$ cat config.mk
export PLATFORM = sky130hd
export DESIGN_NAME = my_serdes_rx
export DESIGN_NICKNAME = d
export VERILOG_FILES = /design/src/rtl/my_serdes_rx.sv
export SDC_FILE = /design/constraint.sdc
export NUM_CORES = 1
export LEC_CHECK = 0
export CORE_MARGIN = 2
export CORE_UTILIZATION = 54
export CTS_CLUSTER_DIAMETER = 80
export CTS_CLUSTER_SIZE = 14
export DETAILED_ROUTE_END_ITERATION = 10
export GPL_TIMING_DRIVEN = 0
export PLACE_DENSITY = 0.74
export SYNTH_ARGS = -nofsm -noshare
export SYNTH_HDL_FRONTEND = slang
export SYNTH_SLANG_ARGS = --single-unit
export TNS_END_PERCENT = 100
$ cat constraint.sdc
create_clock -name dsp_clk -period 8.2 [get_ports dsp_clk]
set_clock_uncertainty 0.2 [all_clocks]
set_input_delay 1.23 -clock dsp_clk [delete_from_list [all_inputs] [get_ports dsp_clk]]
set_output_delay 1.23 -clock dsp_clk [all_outputs]
set_load 0.01 [all_outputs]
$ cat src/rtl/my_serdes_rx.sv
// my_serdes_rx: receive-side deframer for the USRP2 SERDES link.
// Registers the incoming word/K-flag pair, acquires word lock from the comma
// pattern, strips commas, drops K-code errors and buffers data words in a
// small FIFO with a guarded dequeue interface.
// Optional statistics counters: define MY_SERDES_RX_STATS_EN.
module my_serdes_rx #(
  parameter int FIFOSIZE     = 4,
  parameter int CNTR_WIDTH   = 2,
  parameter int LOCK_COMMAS  = 4,
  parameter int ERR_LIMIT    = 3,
  parameter int LOSS_TIMEOUT = 70000
) (
  input  logic        dsp_clk,
  input  logic        dsp_rst,
  input  logic [15:0] ser_r,
  input  logic        ser_rklsb,
  input  logic        ser_rkmsb,
  output logic [15:0] rx_dat_o,
  output logic        rx_valid,
  input  logic        rx_deq,
  output logic        link_up,
  output logic        rx_overflow
`ifdef MY_SERDES_RX_STATS_EN
  ,
  output logic [31:0] rx_word_cnt,
  output logic [15:0] rx_err_cnt
`endif
);

  localparam logic [15:0] COMMA = 16'h3C3C;
  localparam int LCW = $clog2(LOCK_COMMAS + 1);
  localparam int ECW = $clog2(ERR_LIMIT + 1);
  localparam int LSW = $clog2(LOSS_TIMEOUT);
  localparam logic [LCW-1:0]        LOCK_LAST = LCW'(LOCK_COMMAS - 1);
  localparam logic [LCW-1:0]        LOCK_FULL = LCW'(LOCK_COMMAS);
  localparam logic [ECW-1:0]        ERR_LAST  = ECW'(ERR_LIMIT - 1);
  localparam logic [LSW-1:0]        LOSS_LAST = LSW'(LOSS_TIMEOUT - 2);
  localparam logic [CNTR_WIDTH:0]   FULL_CNT  = (CNTR_WIDTH + 1)'(FIFOSIZE);

  typedef enum logic [1:0] {HUNT, SYNC, LOCKED} state_e;

  logic [15:0]         r_dat_q;
  logic                r_kl_q, r_km_q;
  logic                is_comma, is_data, is_kerr;
  state_e              state_q, state_d;
  logic [LCW-1:0]      comma_cnt_q, comma_cnt_d;
  logic [ECW-1:0]      err_cnt_q, err_cnt_d;
  logic [LSW-1:0]      loss_cnt_q, loss_cnt_d;
  logic                enq_req;
  logic [15:0]         mem_q [FIFOSIZE];
  logic [CNTR_WIDTH-1:0] rd_ptr_q, wr_ptr_q;
  logic [CNTR_WIDTH:0] count_q, count_d;
  logic                full, do_enq, do_deq;
  logic                rx_overflow_q;

  // Input register: all classification works on this registered copy.
  always_ff @(posedge dsp_clk) begin
    // NOTE: sequential state uses non-blocking assignments so every register
    // samples pre-edge values regardless of process evaluation order.
    if (dsp_rst) begin
      r_dat_q <= '0;
      r_kl_q  <= 1'b0;
      r_km_q  <= 1'b0;
    end else begin
      r_dat_q <= ser_r;
      r_kl_q  <= ser_rklsb;
      r_km_q  <= ser_rkmsb;
    end
  end

  assign is_comma = r_kl_q & r_km_q & (r_dat_q == COMMA);
  assign is_data  = ~r_kl_q & ~r_km_q;
  assign is_kerr  = ~is_comma & ~is_data;

  // Lock FSM state and counter registers.
  always_ff @(posedge dsp_clk) begin
    if (dsp_rst) begin
      state_q     <= HUNT;
      comma_cnt_q <= '0;
      err_cnt_q   <= '0;
      loss_cnt_q  <= '0;
    end else begin
      state_q     <= state_d;
      comma_cnt_q <= comma_cnt_d;
      err_cnt_q   <= err_cnt_d;
      loss_cnt_q  <= loss_cnt_d;
    end
  end

  // Lock FSM next state; counters cannot wrap because reaching their limit
  // forces the exit that clears them.
  always_comb begin
    // NOTE: every output of this block gets a default first, so no path can
    // leave one unassigned and infer a latch.
    state_d     = state_q;
    comma_cnt_d = comma_cnt_q;
    err_cnt_d   = err_cnt_q;
    loss_cnt_d  = loss_cnt_q;
    enq_req     = 1'b0;
    unique case (state_q)
      HUNT: begin
        if (is_comma) begin
          comma_cnt_d = LCW'(1);
          state_d     = SYNC;
        end
      end
      SYNC: begin
        if (!is_comma) begin
          comma_cnt_d = '0;
          state_d     = HUNT;
        end else if (comma_cnt_q >= LOCK_LAST) begin
          comma_cnt_d = LOCK_FULL;
          state_d     = LOCKED;
        end else begin
          comma_cnt_d = comma_cnt_q + 1'b1;
        end
      end
      LOCKED: begin
        if (is_comma) begin
          err_cnt_d  = '0;
          loss_cnt_d = '0;
        end else begin
          // Data is still enqueued in the cycle a loss timeout drops lock.
          enq_req    = is_data;
          loss_cnt_d = loss_cnt_q + 1'b1;
          if (is_kerr) err_cnt_d = err_cnt_q + 1'b1;
          if ((is_kerr && (err_cnt_q >= ERR_LAST)) || (loss_cnt_q >= LOSS_LAST)) begin
            state_d     = HUNT;
            comma_cnt_d = '0;
            err_cnt_d   = '0;
            loss_cnt_d  = '0;
          end
        end
      end
      default: state_d = HUNT;
    endcase
  end

  assign link_up = (state_q == LOCKED);

  // FIFO control: a full FIFO still accepts a word when the head pops in
  // the same cycle.
  assign full   = (count_q == FULL_CNT);
  assign do_deq = rx_deq & (count_q != '0);
  assign do_enq = enq_req & (~full | rx_deq);

  // FIFO storage, written at the tail.
  always_ff @(posedge dsp_clk) begin
    // NOTE: the storage array has no reset; validity is tracked by count_q
    // and the output is gated to zero while the FIFO is empty.
    if (do_enq) mem_q[wr_ptr_q] <= r_dat_q;
  end

  // Occupancy next state.
  always_comb begin
    count_d = count_q;
    unique case ({do_enq, do_deq})
      2'b10:   count_d = count_q + 1'b1;
      2'b01:   count_d = count_q - 1'b1;
      default: count_d = count_q;
    endcase
  end

  // FIFO pointers, occupancy and sticky overflow flag.
  always_ff @(posedge dsp_clk) begin
    if (dsp_rst) begin
      rd_ptr_q      <= '0;
      wr_ptr_q      <= '0;
      count_q       <= '0;
      rx_overflow_q <= 1'b0;
    end else begin
      if (do_enq) wr_ptr_q <= wr_ptr_q + 1'b1;
      if (do_deq) rd_ptr_q <= rd_ptr_q + 1'b1;
      count_q <= count_d;
      if (enq_req && full && !rx_deq) rx_overflow_q <= 1'b1;
    end
  end

  assign rx_valid    = (count_q != '0);
  assign rx_dat_o    = rx_valid ? mem_q[rd_ptr_q] : 16'h0000;
  assign rx_overflow = rx_overflow_q;

`ifdef MY_SERDES_RX_STATS_EN
  logic [31:0] word_cnt_q;
  logic [15:0] err_stat_q;
  logic        kerr_in_locked;

  assign kerr_in_locked = (state_q == LOCKED) & is_kerr;

  // Saturating statistics counters.
  always_ff @(posedge dsp_clk) begin
    if (dsp_rst) begin
      word_cnt_q <= '0;
      err_stat_q <= '0;
    end else begin
      if (do_enq && (word_cnt_q != '1)) word_cnt_q <= word_cnt_q + 1'b1;
      if (kerr_in_locked && (err_stat_q != '1)) err_stat_q <= err_stat_q + 1'b1;
    end
  end

  assign rx_word_cnt = word_cnt_q;
  assign rx_err_cnt  = err_stat_q;
`endif

endmodule

# Word level (Yosys, flattened, before mapping)
# Memory sizes are Yosys's and may differ from the RTL's. A register that Yosys moved wholly into a read port is not among the register bits.
# Cells that the tools add are included.
[totals] reg_bits=50 mem_bits_rw=64 inputBits=21 out_inout_bits=19 wordCells=82 memories=1
[mem_list] memory="mem_q" depth=4 width=16 rd=1 rd_ports_with_merged_regs=1 write_ports=1 line="50" text="logic [15:0] mem_q [FIFOSIZE];"
[classes] add_sub_neg=7 magnitude_cmp=3 eq_ne=10 mux=25 bitwise=12 reduce_logical=13
[ops] cell="17-bit 2-to-1 mux" count=2
[ops] cell="2-bit 2-to-1 mux" count=10
[ops] cell="17-bit by 1-bit adder with 17-bit output, second input constant" count=1
[ops] cell="17-bit >= comparator, second input constant" count=1
[ops] cell="16-bit by 14-bit equality test with 1-bit output, second input constant" count=1
[ops] cell="16-bit 2-to-1 mux" count=1
[ops] cell="3-bit 2-to-1 mux" count=5
[ops] cell="3-bit case mux with 3 select lines" count=1
[ops] cell="3-bit nonzero test" count=3
[ops] cell="4-bit AND reduction" count=2
[ops] cell="2-bit by 1-bit adder with 2-bit output, second input constant" count=3
[ops] cell="3-bit by 1-bit adder with 3-bit output, second input constant" count=2
[ops] cell="1-bit AND" count=6
[ops] cell="2-bit case mux with 3 select lines" count=1
[ops] cell="3-bit case mux with 2 select lines" count=1
[ops] cell="1-bit NOT" count=5
[ops] cell="2-bit by 1-bit equality test with 1-bit output, second input constant" count=2
[ops] cell="2-bit equality test, second input constant" count=2
[ops] cell="1-bit 2-to-1 mux" count=4
[ops] cell="2-bit != test, second input constant" count=2
[ops] cell="3-bit equality test, second input constant" count=1
[ops] cell="3-bit by 2-bit >= comparator with 1-bit output, second input constant" count=1
[ops] cell="1-bit logical AND" count=3
[ops] cell="3-bit != test, second input constant" count=1
[ops] cell="9 further kinds" count=9

# Longest topological paths before layout
# Gate-level depths: netlist (run 1).
[depth] ltp_word=9 depth_mapped=10 ltp_nobuf=10

# Worst setup path before layout (run 1)
# Ideal clock, no wire load.
[synth_path] path_type="in2reg" startpoint="input rx_deq" endpoint="register count_q[2]" setup_ns=0.071 arrival_time_ns=3.135 required_time_ns=7.929 slack_ns=4.795 cell_stages=8 n_path_buf=0 path_cell_list="nor4b_1 nor4_1 inv_1 ha_1 fa_1 xnor2_1 or3_1 a21oi_1"
[synth_via] elab_chain_len=4 word_cells_on_any_way=7 classes_between="2 x eq/ne; 1 x mux; 3 x bitwise; 1 x reduce/logical"
[synth_lines] item="start, declared" line="20" text="input logic rx_deq,"
[synth_lines] item="1-bit bitwise OR" line="145" text="assign do_enq = enq_req & (~full | rx_deq);"
[synth_lines] item="1-bit AND" line="145"
[synth_lines] item="2-bit by 1-bit equality test with 1-bit output or 2-bit equality test (tied branches)" line="157" text="unique case ({do_enq, do_deq})"
[synth_lines] item="3-bit case mux with 2 select lines or 2-bit nonzero test (tied branches)"
[synth_lines] item="end signal, assigned" line="174" text="count_q <= count_d;"
[synth_lines] item="end, declared" line="52" text="logic [CNTR_WIDTH:0] count_q, count_d;"
# Several ways; a longest one is shown, not always the timed one.
# A chain may end at the register's enable or synchronous reset.

==> results of run 1 <==
## flip-flops by register name (all words and copies together), names as in the netlist, 2 cells and up, named ones only
register     flops
count_q          3
err_cnt_q        2
state_q          2
loss_cnt_q      17
r_dat_q         16
comma_cnt_q      3
mem_q           64
rd_ptr_q         2
wr_ptr_q         2
## where the power goes
| part | switching (mW) | total (mW) | internal (mW) |
|---|---|---|---|
| logic | 0.00924 | 0.0218 | 0.0126 |
| registers | 0.00585 | 0.624 | 0.618 |
| clock network | 0.244 | 0.705 | 0.461 |
| total | 0.259 | 1.35 | 1.09 |
## area by class of cell
| type | count | area (um^2) | share of cell area (%) |
|---|---|---|---|
| buffer | 14 | 66.31 | 1.124 |
| inverter | 12 | 45.04 | 0.7635 |
| clock buffer | 24 | 514.2 | 8.717 |
| clock inverter | 8 | 70.07 | 1.188 |
| timing repair buffer | 39 | 390.4 | 6.617 |
| multi-input combinational | 216 | 1715 | 29.08 |
| tap | 108 | 135.1 | 2.291 |
| sequential | 116 | 2963 | 50.22 |
## final timing paths
kind / end / slack, ns / depth (start not counted)
hold / removal: rx_overflow$_SDFFE_PP0P_ / 0.28 / 2
hold reg to reg: rx_overflow$_SDFFE_PP0P_ / 0.28 / 2
setup / recovery: rx_dat_o[12] / 3.87 / 5
setup reg to reg: count_q[2]$_SDFFE_PP0P_ / 4.75 / 10
## logic make-up (layout without fill, tap and decap cells)
| logic type | count (synthesis) | in the layout | synth area share, % |
|---|---|---|---|
| multiplexers | 20 | 20 | 8.386 |
| flip-flops | 116 | 116 | 61.86 |
| AO/OA/AOI/OAI | 42 | 42 | 5.982 |
| AND/OR/NAND/NOR | 127 | 127 | 15.26 |
| buffers and inverters | 26 | 97 | 2.325 |
| adder cells (fa/ha/maj) | 14 | 14 | 3.814 |
| XOR/XNOR | 13 | 13 | 2.377 |
## stage by stage
step                hold slack [ns]  util, %
floorplan                    0.2514        -
global placement             0.2652    61.25
detailed placement           0.2786    61.25
CTS                          0.2861    67.98
global route                 0.3176    67.98
finish                       0.2836    67.98
## cell usage after synthesis (3+ instances only)
| library cell | number |
|---|---|
| a211oi_1 | 3 |
| a21o_1 | 6 |
| a21oi_1 | 5 |
| a31o_2 | 3 |
| a31oi_1 | 3 |
| and2_1 | 23 |
| and3_1 | 4 |
| and3_2 | 3 |
| clkbuf_1 | 10 |
| dfxtp_1 | 52 |
| edfxtp_1 | 64 |
| ha_1 | 13 |
| inv_1 | 11 |
| mux2i_1 | 3 |
| mux4_2 | 16 |
| nand2_1 | 18 |
| nand3_1 | 5 |
| nand4_1 | 4 |
| nor2_1 | 21 |
| nor2b_1 | 20 |
| nor3_1 | 5 |
| nor3b_1 | 5 |
| nor4b_1 | 3 |
| o21ai_0 | 12 |
| or3_1 | 4 |
| xnor2_1 | 7 |
| xor2_1 | 6 |
## worst reg2reg max path, delay by kind of cell (launching register included)
kind	cells	cell delay [ns]
AOI/OAI and AO/OA	1	0.13
and+or+nand+nor	2	1.25
adders and majority gates	3	0.95
buffers and inverters	3	0.36
xor gates and xnor gates	1	0.14
DFF	1	0.34
## layer usage
metal	routed length [um]	global-route usage (%)
met1	3780	24.84
met2	4742	36.83
met5	0	0
met3	333	6.872
met4	127	6.322
==> flow_summary.ini, run 1 <==
[layout]
area_delta_synth_final_pct = 23.17
finalNetCount = 451
layout-drive-gt1-share_pct = 13.99
final_cell_mix = edfxtp_1, dfxtp_1, clkdlybuf4s50_1
insertedDiodeCount = 0
fin_area_um2 = 5899
final_cell_count_no_fill = 537
fill_cells = 637
layout_commonest_cell = edfxtp_1

[setup_path]
crit_chain = clkbuf_1, buf_2, mux4_2, and2_1, clkdlybuf4s50_1
cp.required_ns = 6.77
start_kind = register
arrival_ns = 2.90
setup.worst_path.class = reg -> out
cp-end-kind = primary output
critical_path.top_delay_family = buffers and inverters
slowest_delay_ns = 0.58
path_buf_inv = 3
regToRegStartpoint = state_q[0]$_SDFFE_PP0P_
crit_path_top_delay_cell = mux4_2
cp_max_fo = 10

[sta]
fin_tns_setup_ns = 0
tightest_slew_ns = 1.089
max_freq_mhz = 231.1
finalSetupViolCount = 0
rsz0062_at_grt = no
period_minus_slack_ns = 4.327
period_share_pct = 52.77
slew-limit-headroom_pct = 26.73
worst_slack_ns = 3.873
hold_viol_final = 0
drv_slew = 0

[routing]
viasPerCell = 5.568
drtIter0Drc = 132
drt_first_pass_iters = 4
drcViolationCount = 0
routed_wl_um = 8984
ant_nets = 0
num_vias = 2990
routedWlPerCell_um = 16.73

[clocking]
tritoncts = built
clkSlewWorstSetupHoldPaths_ns = 0.05
ctsHoldBuffers = 0
clk_latency_ns = 0.51
cts_buffer_depth = 2
cts.repair.resized = 0
clkSinkCount = 116
htreeDepth = 4
cts_setup_buffers = 0
numCtsBuffers = 17
cts_root_buffer = clkbuf_8

[synthesis]
yosysTopAreaCellShare_pct = 40.13
synth_edf_count = 64
synthCells = 358
seq_area_frac_synth_pct = 61.86
avgSynthCellArea_um2 = 13.38
synth_flop_cell = edfxtp_1
async_flop_share_pct = 0
yosys_warnings = 0
ys_top_cells_by_area = edfxtp_1, dfxtp_1, mux4_2
syn_nets = 393
synth-seq-cells = 116
syn_area_um2 = 4790
yosysTopAreaCell = edfxtp_1
synth.distinct_cells = 49

[die]
start_util_pct = 55.19
ios = 40
dieWidth_um = 98.18
dieArea_um2 = 9639
placementRows = 34
die_h_um = 98.18
core_um2 = 8678

[worst_hold_path]
min_from = rx_overflow$_SDFFE_PP0P_
hold_class = reg -> reg

[power_and_ir_drop]
totalPowerFinal_mw = 1.351
p_leak_nw = 2.144
p_per_area_nw_per_um2 = 228.9
vdd_ir_drop_max_uv = 127.3

[global_route]
grt_pass1_vias = 3083
grt_remaining_overflow = 0
grt_max_degree = 17
grt_first_pass_wirelength_um = 15480
grt.total_usage_pct = 21.04
antenna_found_initial = 0

[status]
status = finished clean

[run]
max_cap_violations = 0

[placement]
placed_area_um2 = 5315
dp_slack_ns = 4.007
hpwl_um = 5780
io_buffers = 39
routabilityCongestion = 0.8240
place_inst = 505
(Power assumes the default switching activity.)
==> inputs of run 2 (changes only) <==
==> constraint.sdc (replaced) <==
create_clock -name dsp_clk -period 4.54 [get_ports dsp_clk]
set_clock_uncertainty 0.2 [all_clocks]
set_input_delay 0.681 -clock dsp_clk [delete_from_list [all_inputs] [get_ports dsp_clk]]
set_output_delay 0.681 -clock dsp_clk [all_outputs]
set_load 0.01 [all_outputs]
==> results of run 2 <==
Same layout as run 1 (identical final DEF). Status: finished clean.
Among the figures that moved: setup slack after placement 4.007 ns -> 0.8957 ns; setup slack after layout 3.873 ns -> 0.7622 ns; register-to-register setup slack 4.75 ns -> 1.09 ns; total power 1.351 mW -> 2.439 mW; worst IR drop on VDD 127.3 uV -> 230.0 uV
